### src/rtl/mips_pkg.sv
// Shared MIPS pipeline definitions: datapath widths, MEM stage states
// and the MEM/WB bubble control word.
package mips_pkg;

  localparam int DATA_W = 32;
  localparam int REG_W  = 5;

  typedef enum logic {
    IDLE = 1'b0,
    WAIT = 1'b1
  } mem_state_e;

  typedef struct packed {
    logic regwrite;
    logic memtoreg;
  } memwb_ctrl_t;

  // A bubble must never write the register file.
  localparam memwb_ctrl_t MEMWB_BUBBLE = '{regwrite: 1'b0, memtoreg: 1'b0};

endpackage

### src/rtl/mem_timeout_ctr.sv
// Clearable saturating cycle counter; tc_o flags the last allowed
// WAIT cycle (count == TIMEOUT-1).
module mem_timeout_ctr #(
  parameter int TIMEOUT = 255
) (
  input  logic clk,
  input  logic reset,
  input  logic clear_i,
  input  logic en_i,
  output logic tc_o
);

  localparam int CW = (TIMEOUT > 1) ? $clog2(TIMEOUT) : 1;
  localparam logic [CW-1:0] LAST = CW'(TIMEOUT - 1);

  logic [CW-1:0] count_q, count_d;

  assign tc_o = (count_q == LAST);

  always_comb begin
    count_d = count_q;
    if (clear_i) begin
      count_d = '0;
    end else if (en_i && !tc_o) begin
      count_d = count_q + 1'b1;
    end
  end

  always_ff @(posedge clk) begin
    if (!reset) begin
      count_q <= '0;
    end else begin
      count_q <= count_d;
    end
  end

endmodule

### src/rtl/mem_access_stage.sv
// MEM stage: issues data-memory accesses on a req/ack bus, stalls the
// front of the pipe while one is outstanding and feeds MEM/WB.
module mem_access_stage #(
  parameter int DATA_W  = mips_pkg::DATA_W,
  parameter int REG_W   = mips_pkg::REG_W,
  parameter int TIMEOUT = 255
) (
  input  logic              clk,
  input  logic              reset,
  input  logic              regwrite_in,
  input  logic              memtoreg_in,
  input  logic              memwrite_in,
  input  logic [DATA_W-1:0] alu_result_in,
  input  logic [REG_W-1:0]  write_reg_in,
  input  logic [DATA_W-1:0] write_data_in,
  output logic              dmem_req,
  output logic              dmem_we,
  output logic [DATA_W-1:0] dmem_addr,
  output logic [DATA_W-1:0] dmem_wdata,
  input  logic              dmem_ack,
  input  logic [DATA_W-1:0] dmem_rdata,
  output logic              mem_hold,
  output logic              regwrite_out,
  output logic              memtoreg_out,
  output logic [DATA_W-1:0] read_data_out,
  output logic [DATA_W-1:0] alu_result_out,
  output logic [REG_W-1:0]  write_reg_out,
  output logic              bus_err
);

  import mips_pkg::*;

  mem_state_e        state_q, state_d;
  logic              req_q, req_d;
  logic              we_q, we_d;
  logic [DATA_W-1:0] addr_q, addr_d;
  logic [DATA_W-1:0] wdata_q, wdata_d;
  memwb_ctrl_t       lat_ctrl_q, lat_ctrl_d;
  logic [DATA_W-1:0] lat_alu_q, lat_alu_d;
  logic [REG_W-1:0]  lat_reg_q, lat_reg_d;
  memwb_ctrl_t       wb_ctrl_q, wb_ctrl_d;
  logic [DATA_W-1:0] wb_rdata_q, wb_rdata_d;
  logic [DATA_W-1:0] wb_alu_q, wb_alu_d;
  logic [REG_W-1:0]  wb_reg_q, wb_reg_d;
  logic              err_q, err_d;

  logic        mem_op;
  logic        misaligned;
  memwb_ctrl_t in_ctrl;
  logic        ctr_clear;
  logic        ctr_en;
  logic        ctr_tc;

  // A combined load+store is treated as a store, so memtoreg is dropped.
  assign mem_op           = memtoreg_in | memwrite_in;
  assign misaligned       = (alu_result_in[1:0] != 2'b00);
  assign in_ctrl.regwrite = regwrite_in;
  assign in_ctrl.memtoreg = memtoreg_in & ~memwrite_in;

  mem_timeout_ctr #(
    .TIMEOUT(TIMEOUT)
  ) u_timeout_ctr (
    .clk    (clk),
    .reset  (reset),
    .clear_i(ctr_clear),
    .en_i   (ctr_en),
    .tc_o   (ctr_tc)
  );

  always_comb begin
    state_d    = state_q;
    req_d      = req_q;
    we_d       = we_q;
    addr_d     = addr_q;
    wdata_d    = wdata_q;
    lat_ctrl_d = lat_ctrl_q;
    lat_alu_d  = lat_alu_q;
    lat_reg_d  = lat_reg_q;
    wb_ctrl_d  = MEMWB_BUBBLE;
    wb_rdata_d = '0;
    wb_alu_d   = '0;
    wb_reg_d   = '0;
    err_d      = err_q;
    mem_hold   = 1'b0;
    ctr_clear  = 1'b0;
    ctr_en     = 1'b0;

    unique case (state_q)
      IDLE: begin
        ctr_clear = 1'b1;
        if (!mem_op) begin
          wb_ctrl_d = in_ctrl;
          wb_alu_d  = alu_result_in;
          wb_reg_d  = write_reg_in;
        end else if (misaligned) begin
          err_d = 1'b1;
        end else begin
          mem_hold   = 1'b1;
          req_d      = 1'b1;
          we_d       = memwrite_in;
          addr_d     = alu_result_in;
          wdata_d    = write_data_in;
          lat_ctrl_d = in_ctrl;
          lat_alu_d  = alu_result_in;
          lat_reg_d  = write_reg_in;
          state_d    = WAIT;
        end
      end
      WAIT: begin
        ctr_en = 1'b1;
        // An ack arriving on the terminal cycle still completes the access.
        if (dmem_ack) begin
          wb_ctrl_d  = lat_ctrl_q;
          wb_rdata_d = lat_ctrl_q.memtoreg ? dmem_rdata : '0;
          wb_alu_d   = lat_alu_q;
          wb_reg_d   = lat_reg_q;
          req_d      = 1'b0;
          state_d    = IDLE;
        end else if (ctr_tc) begin
          err_d   = 1'b1;
          req_d   = 1'b0;
          state_d = IDLE;
        end else begin
          mem_hold = 1'b1;
        end
      end
      default: state_d = IDLE;
    endcase
  end

  always_ff @(posedge clk) begin
    if (!reset) begin
      state_q    <= IDLE;
      req_q      <= 1'b0;
      we_q       <= 1'b0;
      addr_q     <= '0;
      wdata_q    <= '0;
      lat_ctrl_q <= MEMWB_BUBBLE;
      lat_alu_q  <= '0;
      lat_reg_q  <= '0;
      wb_ctrl_q  <= MEMWB_BUBBLE;
      wb_rdata_q <= '0;
      wb_alu_q   <= '0;
      wb_reg_q   <= '0;
      err_q      <= 1'b0;
    end else begin
      state_q    <= state_d;
      req_q      <= req_d;
      we_q       <= we_d;
      addr_q     <= addr_d;
      wdata_q    <= wdata_d;
      lat_ctrl_q <= lat_ctrl_d;
      lat_alu_q  <= lat_alu_d;
      lat_reg_q  <= lat_reg_d;
      wb_ctrl_q  <= wb_ctrl_d;
      wb_rdata_q <= wb_rdata_d;
      wb_alu_q   <= wb_alu_d;
      wb_reg_q   <= wb_reg_d;
      err_q      <= err_d;
    end
  end

  assign dmem_req       = req_q;
  assign dmem_we        = we_q;
  assign dmem_addr      = addr_q;
  assign dmem_wdata     = wdata_q;
  assign regwrite_out   = wb_ctrl_q.regwrite;
  assign memtoreg_out   = wb_ctrl_q.memtoreg;
  assign read_data_out  = wb_rdata_q;
  assign alu_result_out = wb_alu_q;
  assign write_reg_out  = wb_reg_q;
  assign bus_err        = err_q;

endmodule
### config.mk
export PLATFORM = sky130hd
export DESIGN_NAME = mem_access_stage
export DESIGN_NICKNAME = d
export VERILOG_FILES = /design/src/rtl/mips_pkg.sv /design/src/rtl/mem_timeout_ctr.sv /design/src/rtl/mem_access_stage.sv
export SDC_FILE = /design/constraint.sdc
export NUM_CORES = 1
export LEC_CHECK = 0
export ABC_AREA = 0
export BUFFER_PORTS_ARGS = -buffer_cell sky130_fd_sc_hd__buf_2
export CORE_ASPECT_RATIO = 1.5
export CORE_UTILIZATION = 35
export CTS_CLUSTER_DIAMETER = 50
export DETAILED_ROUTE_END_ITERATION = 16
export GPL_ROUTABILITY_DRIVEN = 0
export GPL_TIMING_DRIVEN = 0
export PLACE_DENSITY_LB_ADDON = 0.25
export SKIP_LAST_GASP = 1
export SLEW_MARGIN = 20
export SYNTH_ARGS = -nofsm -noshare
export SYNTH_HDL_FRONTEND = slang
export SYNTH_SLANG_ARGS = --single-unit
### constraint.sdc
create_clock -name clk -period 1.85 [get_ports clk]
set_clock_uncertainty 0.2 [all_clocks]
set_input_delay 0.2775 -clock clk [delete_from_list [all_inputs] [get_ports clk]]
set_output_delay 0.2775 -clock clk [all_outputs]
set_load 0.01 [all_outputs]
==> results.toml <==
[status]
status = "complete, but fails checks"
failed_checks = "negative setup slack"

[drt]
dr.pass1.iters = 4
finalWirelength_mm = 17.2
wire_per_inst_um = 14.8
drt-initial-drc-count = 202
vias_per_cell = 4.62
drc_errors = 0
detail-route-antenna-nets = 0
vias = 5362

[yosys]
synthTopCellsByCount = "154 x dfxtp_1, 140 x nand2_1, 68 x mux2i_1, 40 x nor2_1, 38 x a22oi_1"
ys_warn_count = 0
async_flop_share = 0
syn_area_sq_um = 5600
synth.area.top_cells = "dfxtp_1 55%, mux2i_1 12%, nand2_1 9.4%, a22oi_1 5.1%, and2_1 3.8%"
synth_ff_type = "dfxtp_1"
synth-seq-cells = 154
syn_nets = 678
synth_cell_types = 34
yosysTopAreaCellShare = 0.550
post-synth-top-count-cell = "dfxtp_1"
netlist_instances = 569
avgSynthCellArea_sq_um = 9.85
synth_edf_count = 0
yosysSeqAreaShare = 0.550
yosysTopAreaCell = "dfxtp_1"

[pwr]
p_seq_frac = 0.457
clock_power_share = 0.430
power_density_nw_per_um2 = 863
intPower_uw = 5790
p_comb_frac = 0.112
vdd_ir_drop_max_v = 0.000503
netSwitchingFraction = 0.238
p_leak_uw = 0.00410
switchingPower_uw = 1800

[clocking]
cts_tree = "done"
cts-buffers-inserted = 17
cts-root-buf = "clkbuf_16"
clock_sinks = 154
clock_latency_ns = 0.41
ctsHtreeMaxLevel = 4
clockBufferDepth = 2
clk_pin_slew_ns = 0.07

[global_route]
grt_overflow_total = 0
grtUsageTotal = 0.205
first_global_vias = 5307
grt_first_pass_wirelength_mm = 26.3
antenna_found_initial = 0
grt_max_degree = 17

[worst_setup_path]
start_kind = "register"
ff2ff_path_depth = 6
startpoint = "u_timeout_ctr.count_q[0]"
crit_required_ns = 1.37
r2r_slack_ns = 0.02
endpoint_kind = "primary output"
crit_family = "simple AND/OR/NAND/NOR gates"
arrival_ns = 1.60
cp.depth = 6
cp_num_buf_inv = 2
critPathMaxFanout = 2
crit_chain = "inv_2, ha_4, and4_4, a21oi_4, or2_1, buf_2"
crit_type = "reg2out"
cp-endpoint = "mem_hold"
slowest_delay_ns = 0.33
worst_path_max_delay_cell = "dfxtp_2"
r2r-start = "state_q"
rr_endpoint = "dmem_wdata[11]"

[floorplan]
die_w_um = 105
die_h_um = 157
initial_utilization = 0.359
ioPinCount = 246
die_area_sq_um = 16500
design.core.area_sq_um = 15600
rows = 56

[sta]
timing.final.hold_violations = 0
post-route-period-util = 1.12
setup_ws_ns = -0.223
setup_violations = 1
max_slew_margin = 0.612
whs_ns = 0.0211
fmax_mhz = 482
min_period_ns = 2.07
tightest_slew_ns = 0.581
grt_setup_unrepaired = "yes"
report.final.slew_viol_count = 0

[finish]
area_growth_pct = 57.0
diodes = 0
fill_cells = 1365
nNetsFinal = 1055
stdcell_count = 1161
layout-drive-gt1-share = 0.336

[place]
io_buffers = 245
dp.cells = 1017
dp_hpwl_mm = 11.3

[min_path]
hold_class = "in2reg"

[run]
max_cap_violations = 0
placed cells by master, fill, tap and decap left out, types with 3 or more instances in the layout:
cell and n:
clkinvlp_4 3, nor2_1 40, buf_1 3, dlygate4sd3_1 103
mux2i_1 68, clkbuf_1 17, a31oi_1 6, and2_1 34
a211oi_1 3, a22oi_1 38, o21ai_0 3, buf_12 7
clkinv_2 3, buf_2 250, a21oi_1 6, buf_4 18
nand2_1 140, dfxtp_1 151, clkbuf_16 17, and3_1 3
nor3_1 8
metrics by stage:
stage	instance area [sq um]	util	TNS, ns	setup WS (ns)	total power [uW]
2_1_floorplan	5600	-	0	0.0866	3900
3_3_place_gp	7080	0.453	-3.16	-0.183	4210
3_5_place_dp	7080	0.453	-3.90	-0.220	4210
4_1_cts	8730	0.559	-0.705	-0.238	7680
5_1_grt	8800	0.563	-0.534	-0.272	7920
6_report	8800	0.563	-0.223	-0.223	7590
cells by family after synthesis:
group | count (synthesis) | synth area share
flops | 154 | 0.550
simple gates | 238 | 0.187
compound gates | 62 | 0.0786
buf+inv | 45 | 0.0580
fa+ha+maj | 2 | 0.00446
mux | 68 | 0.121
area by class of cell:
type                            count  area, sq um  area share
Multi-Input combinational cell    370         2230       0.254
Clock buffer                       21          460      0.0523
Clock inverter                     10         93.8      0.0107
Inverter                            3         11.3     0.00128
Tap cell                          203          254      0.0289
Timing Repair Buffer              361         2350       0.268
Buffer                             39          299      0.0340
Sequential cell                   154         3090       0.351
sequential cells by signal (all words and copies together) (netlist names):
signal,count
bus_err,1
alu_result_out,32
lat_alu_q,32
lat_ctrl_q,2
dmem_req,1
read_data_out,32
dmem_we,1
lat_reg_q,5
u_timeout_ctr.count_q,8
regwrite_out,1
write_reg_out,5
state_q,1
memtoreg_out,1
dmem_wdata,32
power by group through the flow:
| stage | Combinational (uW) | Sequential [uW] | Clock [uW] |
|---|---|---|---|
| 5_1_grt | 925 | 3480 | 3510 |
| 4_1_cts | 843 | 3470 | 3370 |
| 6_report | 851 | 3470 | 3270 |
| 3_3_place_gp | 659 | 3550 | 0 |
| 3_5_place_dp | 664 | 3550 | 0 |
| 2_1_floorplan | 311 | 3590 | 0 |
worst min path at each step:
stage	from	to	slack, ns	cells after the start
final	alu_result_in[0]	alu_result_out[0]	0.02	3
after floorplan	memwrite_in	lat_ctrl_q[0]	0.17	1
after global routing	alu_result_in[0]	alu_result_out[0]	0.02	3
after global placement	dmem_wdata[14]	dmem_wdata[14]	0.24	2
after detailed placement	dmem_wdata[0]	dmem_wdata[0]	0.25	2
after CTS	alu_result_in[0]	alu_result_out[0]	0.01	3
worst min-delay path, delay by kind of cell:
family	cells	cell delay, ns
AO/OA/AOI/OAI	1	0.09
buffers and inverters	1	0.13
AND/OR/NAND/NOR	1	0.10
metal layers:
metal,share of wire,track usage
met1,0.39,0.216
met2,0.53,0.385
met3,0.055,0.0538
met4,0.023,0.0798
met5,0,0
timing repair:
item	4_1_cts	5_1_grt
endpoints found under the hold margin	138	0
gates resized for setup	13	11
endpoints found under the setup margin	1	48
buffers inserted	8	5
pin swaps	5	2
hold buffers	103	0
Note: power is estimated with default switching activity, not from simulation.
